## config.mk

```make
export PLATFORM = sky130hd
export DESIGN_NAME = gcd_request_sequencer
export DESIGN_NICKNAME = d
export VERILOG_FILES = /design/src/rtl/gcd_request_sequencer.sv
export SDC_FILE = /design/constraint.sdc
export NUM_CORES = 1
export LEC_CHECK = 0
export CAP_MARGIN = 20
export CORE_UTILIZATION = 50
export DETAILED_ROUTE_END_ITERATION = 6
export GPL_TIMING_DRIVEN = 0
export PLACE_DENSITY = 0.77
export SYNTH_ARGS = -nofsm -noshare
export SYNTH_HDL_FRONTEND = slang
export SYNTH_SLANG_ARGS = --single-unit
```

## constraint.sdc

```tcl
create_clock -name clk -period 3 [get_ports clk]
set_input_delay 0.6 -clock clk [delete_from_list [all_inputs] [get_ports clk]]
set_output_delay 0.6 -clock clk [all_outputs]
set_load 0.005 [all_outputs]
```

## src/rtl/gcd_request_sequencer.sv

```systemverilog
// Initiator side of a GCD core go/done handshake.
// Operand pairs from the host are buffered in a small FIFO and handed to the core one at a time.
// Results, or error flags when a job is aborted, are returned to the host in request order.
module gcd_request_sequencer #(
  parameter int DEPTH   = 4,   // request FIFO entries, power of 2
  parameter int TIMEOUT = 63   // max WAIT cycles before the job is aborted
) (
  input  logic       clk,
  input  logic       reset,
  // host request channel
  input  logic       req_valid,
  output logic       req_ready,
  input  logic [3:0] req_x,
  input  logic [3:0] req_y,
  // GCD core side
  output logic [3:0] x_o,
  output logic [3:0] y_o,
  output logic       go_o,
  input  logic       done_i,
  input  logic [3:0] gcd_i,
  // host result channel
  output logic       res_valid,
  input  logic       res_ready,
  output logic [3:0] res_gcd,
  output logic       res_err,
  output logic       busy
);

  localparam int AW = (DEPTH > 1) ? $clog2(DEPTH) : 1;
  localparam int CW = $clog2(TIMEOUT + 1);
  localparam logic [AW:0]   FULL_CNT  = (AW + 1)'(DEPTH);
  localparam logic [CW-1:0] LAST_WAIT = CW'(TIMEOUT - 1);

  typedef enum logic [2:0] {
    S_IDLE,
    S_LOAD,
    S_WAIT,
    S_RELEASE,
    S_OUTPUT
  } state_t;

  state_t state_q, state_d;

  // FIFO storage and pointers
  logic [7:0]    mem_q [DEPTH];
  logic [AW-1:0] wr_ptr_q, rd_ptr_q;
  logic [AW:0]   count_q, count_d;
  logic          push, pop;
  logic [7:0]    head;

  // job datapath registers
  logic [3:0]    x_q, y_q, gcd_q;
  logic          err_q;
  logic [CW-1:0] cnt_q;
  logic          operand_zero;

  // Ready comes from the registered count only, so a pop in a full cycle never frees a slot early.
  assign req_ready    = (count_q != FULL_CNT);
  assign push         = req_valid && req_ready;
  assign pop          = (state_q == S_IDLE) && (count_q != '0);
  assign head         = mem_q[rd_ptr_q];
  assign operand_zero = (x_q == 4'd0) || (y_q == 4'd0);

  // FIFO storage write; contents need no reset because count gates every read
  always_ff @(posedge clk) begin
    if (push) begin
      mem_q[wr_ptr_q] <= {req_x, req_y};
    end
  end

  // Occupancy after this cycle's push and pop
  always_comb begin
    count_d = count_q;
    case ({push, pop})
      2'b10:   count_d = count_q + 1'b1;
      2'b01:   count_d = count_q - 1'b1;
      default: count_d = count_q;
    endcase
  end

  // FIFO pointers and occupancy
  always_ff @(posedge clk or posedge reset) begin
    if (reset) begin
      wr_ptr_q <= '0;
      rd_ptr_q <= '0;
      count_q  <= '0;
    end else begin
      if (push) wr_ptr_q <= wr_ptr_q + 1'b1;
      if (pop)  rd_ptr_q <= rd_ptr_q + 1'b1;
      count_q <= count_d;
    end
  end

  // FSM state register
  always_ff @(posedge clk or posedge reset) begin
    if (reset) state_q <= S_IDLE;
    else       state_q <= state_d;
  end

  // FSM next-state logic
  always_comb begin
    state_d = state_q;
    case (state_q)
      S_IDLE:    if (count_q != '0) state_d = S_LOAD;
      S_LOAD:    state_d = operand_zero ? S_OUTPUT : S_WAIT;
      S_WAIT:    if (done_i || (cnt_q == LAST_WAIT)) state_d = S_RELEASE;
      S_RELEASE: if (!done_i) state_d = S_OUTPUT;
      S_OUTPUT:  if (res_ready) state_d = S_IDLE;
      default:   state_d = S_IDLE;
    endcase
  end

  // FSM outputs: go only in WAIT, so the core is released for at least RELEASE+OUTPUT+IDLE+LOAD
  always_comb begin
    go_o      = (state_q == S_WAIT);
    res_valid = (state_q == S_OUTPUT);
    busy      = (state_q != S_IDLE);
  end

  // Job datapath: operand capture, trivial-case results, core result and timeout handling
  always_ff @(posedge clk or posedge reset) begin
    if (reset) begin
      x_q   <= '0;
      y_q   <= '0;
      gcd_q <= '0;
      err_q <= 1'b0;
      cnt_q <= '0;
    end else begin
      case (state_q)
        S_IDLE: begin
          if (pop) begin
            x_q <= head[7:4];
            y_q <= head[3:0];
          end
        end
        S_LOAD: begin
          cnt_q <= '0;
          if (operand_zero) begin
            gcd_q <= x_q | y_q;
            err_q <= (x_q == 4'd0) && (y_q == 4'd0);
          end
        end
        S_WAIT: begin
          if (done_i) begin
            gcd_q <= gcd_i;
            err_q <= 1'b0;
          end else if (cnt_q == LAST_WAIT) begin
            gcd_q <= '0;
            err_q <= 1'b1;
          end
          // the exit condition fires at LAST_WAIT, so the counter never wraps
          if (cnt_q != LAST_WAIT) cnt_q <= cnt_q + 1'b1;
        end
        default: ;
      endcase
    end
  end

  assign x_o     = x_q;
  assign y_o     = y_q;
  assign res_gcd = gcd_q;
  assign res_err = err_q;

endmodule

```

==> run summary <==
Clock tree synthesis found a total of 61 sinks. The run gives 0.6175 as the share of synthesized area occupied by flip-flops and latches. Cell internal power was estimated by the tool at 2.219 mW.

The top achievable clock speed is 0.3870 GHz, and the met3 track utilization from global routing is 0.06145. In this run the worst path has a maximum fanout of 10. The analysis attributes to cell leakage a power of 1.309 nW. STA classifies the critical path endpoint as an output port. The combinational fraction of design power came out at 0.397. From synthesis to final layout, the design area changed by 22.86%. The aggregate negative setup slack is 0 ns. The final layout contains 251 nets.

The clock period minus final worst setup slack came out at 2.584 ns. In this run the worst hold path is classified as reg2reg. The tools report the number of routed nets with antenna violations as 0.

The fraction of power consumed by sequential logic is 0.408, and the reported max-cap violation count is 0. The initial core utilization was 0.5281. The met2 global-route usage was 0.2755. Summed over all layers, the global routing overflow is 0.

Clock group share of total power: 0.195. The die outline area came out at 0.005762 mm2. The switching power as a share of total power came out at 0.3401. The cell at the root of the clock tree was clkbuf_8. The tools report the largest clock skew in the final design as 0.009754 ns. Synthesis produced a netlist whose cell count is 181. STA puts the critical path data required time at 2.40 ns. The post-detailed-route wirelength per cell is 15.50 um, and the core region area is 0.005172 mm2. The final cell utilization of the core was 0.6488; the routed via count divided by cell count was 5.309.

0 antenna diodes ended up in the layout. Setup violations remaining at the end of the flow were counted as 0. The class of the most critical setup path is reg2out. The die span in y is 75.91 um, and the clock latency at the later pin of the worst-skew pair is 0.34 ns. The number of placed cells counting well taps came out at 285. The cell area that synthesis handed to floorplanning was 0.002731 mm2. The run gives 34 as the number of placed I/O pins. Routability-driven placement finished with a final weighted congestion of 0.7931. In this run the power spent charging and discharging nets is 1.144 mW.

After synthesis the netlist holds a flip-flop and latch count of 61. Row generation in the floorplan step produced 26 rows. The number of port buffers was 33. The final critical-path share of the clock period was 0.8613. The logs give 0 for the number of hold violations in the final report and 3.363 mW for the final total power.

The first global-routing pass estimated 7665 um of wire. The routed layout has 1598 vias. Entering global routing, the biggest net connects 23 pins. The tools report the relative max-transition margin as 0.6346. The flow ran to the end, and the final reports show no timing, DRC or antenna violations.

The logs give 0 for the number of remaining DRC errors and 94 for the initial DRC count. When the netlist entered floorplanning its net count stood at 206. The H-tree was split into 3 levels.

Hold timing on the final database bottoms out at a slack of 0.5089 ns. The clock passes through at most 2 buffers. Summed over all nets, the half-perimeter wirelength after detailed placement is 3365 um. The non-filler instance count after layout came out at 301. The layout cell share with drive strength beyond 1 came out at 0.2121.

For the combined global-route utilization of all metal layers, the log shows 0.1787. Most crowded layer after global routing: met2. Power spread over the standard cell area amounts to 1002 mW/mm2.

The filler cells instantiated in the layout total 382. The die is 75.91 um wide. The number of global-route vias before repair came out at 1526. For this design, the CTS-stage hold fixing added 0 buffers.

TritonCTS built the clock tree. Wires add up to 4667 um. IR analysis of the VDD net gives a maximum drop of 0.5157 mV. Post-synthesis area per instance: 15.09 um2. The arrival time of the worst setup path is 1.98 ns, and the slew at the pin closest to its max-slew limit is 0.5435 ns. The met1 global-route usage is 0.2345, and the count of cell types in the netlist is 40. STA classifies the critical path startpoint as a register. Yosys printed 0 warnings.

Clock-pin slew was measured on the worst setup and hold paths at 0.07 ns. The final count of pins violating max slew was 0. The number of antenna violations at the first check in global routing was 0; the count of instances resized after the clock tree is built was 0. TritonCTS buffer count: 9.

The number of setup buffers added after CTS is 0. Setup repair after global routing left no endpoint under its margin. The number of search-and-repair iterations in the first detailed-routing pass was 4.
## final cells by class
| cell class | count | area, um2 | area share |
|---|---|---|---|
| Sequential cell | 61 | 1687 | 0.5026 |
| Multi-Input combinational cell | 108 | 996.0 | 0.2968 |
| Timing Repair Buffer | 34 | 357.8 | 0.1066 |
| Clock buffer | 9 | 123.9 | 0.03691 |
| Tap cell | 70 | 87.58 | 0.02610 |
| Clock inverter | 7 | 55.05 | 0.01641 |
| Inverter | 8 | 30.03 | 0.008949 |
| Buffer | 4 | 18.77 | 0.005593 |
## cells by family (layout without fill, tap and decap cells)
logic type                 after synthesis  after routing  synth area share
and+or+nand+nor                         54             54            0.1232
AOI/OAI and AO/OA                       12             12           0.03253
buffers and inverters                   12             62           0.01786
muxes                                   27             27            0.1470
adders and majority gates                8              8           0.03939
DFF                                     61             61            0.6175
xor gates and xnor gates                 7              7           0.02245
## stage by stage
| stage | setup slack [ns] | area (um2) |
|---|---|---|
| after floorplan | 0.7248 | 2731 |
| after global placement | 0.5434 | 3149 |
| after detailed placement | 0.4742 | 3177 |
| after CTS | 0.3998 | 3356 |
| after global routing | 0.2970 | 3356 |
| final | 0.4162 | 3356 |
## path summary, 6_finish.rpt
path                                 start          end  slack, ns  cells after the start
worst max-delay path            state_q[1]         go_o       0.42                      3
worst min-delay path            count_q[0]   count_q[0]       0.51                      1
worst max register to register  state_q[2]   count_q[2]       0.48                      9
worst min register to register  count_q[0]   count_q[0]       0.51                      1
max in group asynchronous            reset  rd_ptr_q[1]       2.00                      3
min in group asynchronous            reset     cnt_q[2]       0.55                      2
## critical path, stage by stage, from the launching register on
cell             delay (ns)
dfrtp_1                0.48
nor3b_2                0.36
buf_2                  0.28
clkdlybuf4s50_1        0.53
## registers in the layout, indices dropped and copies added (netlist names)
register  count
wr_ptr_q      2
rd_ptr_q      2
x_o           4
y_o           4
count_q       3
mem_q        32
res_gcd       4
res_err       1
state_q       3
cnt_q         6
## cells in the final DEF, fill, tap and decap left out, drive strengths merged, types with 4 or more instances in the layout
| master | instances |
|---|---|
| ha | 7 |
| and3 | 6 |
| nand3 | 5 |
| inv | 13 |
| mux2i | 6 |
| nand2 | 13 |
| nor3 | 7 |
| clkbuf | 9 |
| dfrtp | 29 |
| clkdlybuf4s50 | 33 |
| a21oi | 5 |
| edfxtp | 32 |
| buf | 5 |
| nor2 | 7 |
| mux4 | 8 |
| xor2 | 4 |
| mux2 | 13 |
## layer usage
metal	up-vias	wire (um)
met5	-	0
met4	0	76
met3	10	207
met2	42	2225
met1	779	2158
li1	767	-
## Yosys cell counts (all sizes together)
library cell | count | area [um2]
fa | 1 | 20.02
xor2 | 4 | 35.03
nor2 | 7 | 26.28
and4 | 2 | 18.77
nand2 | 13 | 48.80
mux2 | 13 | 161.4
dfrtp | 29 | 725.7
o31ai | 2 | 15.01
or3b | 1 | 11.26
or4 | 1 | 11.26
nand4 | 1 | 6.260
or3 | 1 | 6.260
and3 | 6 | 37.54
edfxtp | 32 | 960.9
a21boi | 1 | 11.26
buf | 4 | 18.76
nor3b | 3 | 27.52
inv | 8 | 30.03
a32oi | 1 | 8.760
o21ai | 2 | 10.01
mux2i | 6 | 60.06
and2 | 1 | 6.260
xnor2 | 3 | 26.28
mux4 | 8 | 180.2
or4b | 1 | 10.01
nor4 | 3 | 31.28
nand3 | 5 | 25.02
o21bai | 1 | 7.510
a21oi | 5 | 36.29
nor3 | 7 | 57.55
ha | 7 | 87.58
nor2b | 2 | 12.51
## power groups by stage
stage | logic [mW] | registers [mW] | clock network [mW]
after floorplan | 0.917 | 1.34 | 0
after global placement | 1.31 | 1.38 | 0
after detailed placement | 1.35 | 1.39 | 0
after CTS | 1.36 | 1.37 | 0.671
after global routing | 1.47 | 1.41 | 0.711
final | 1.34 | 1.37 | 0.655
(Power assumes the default switching activity.)
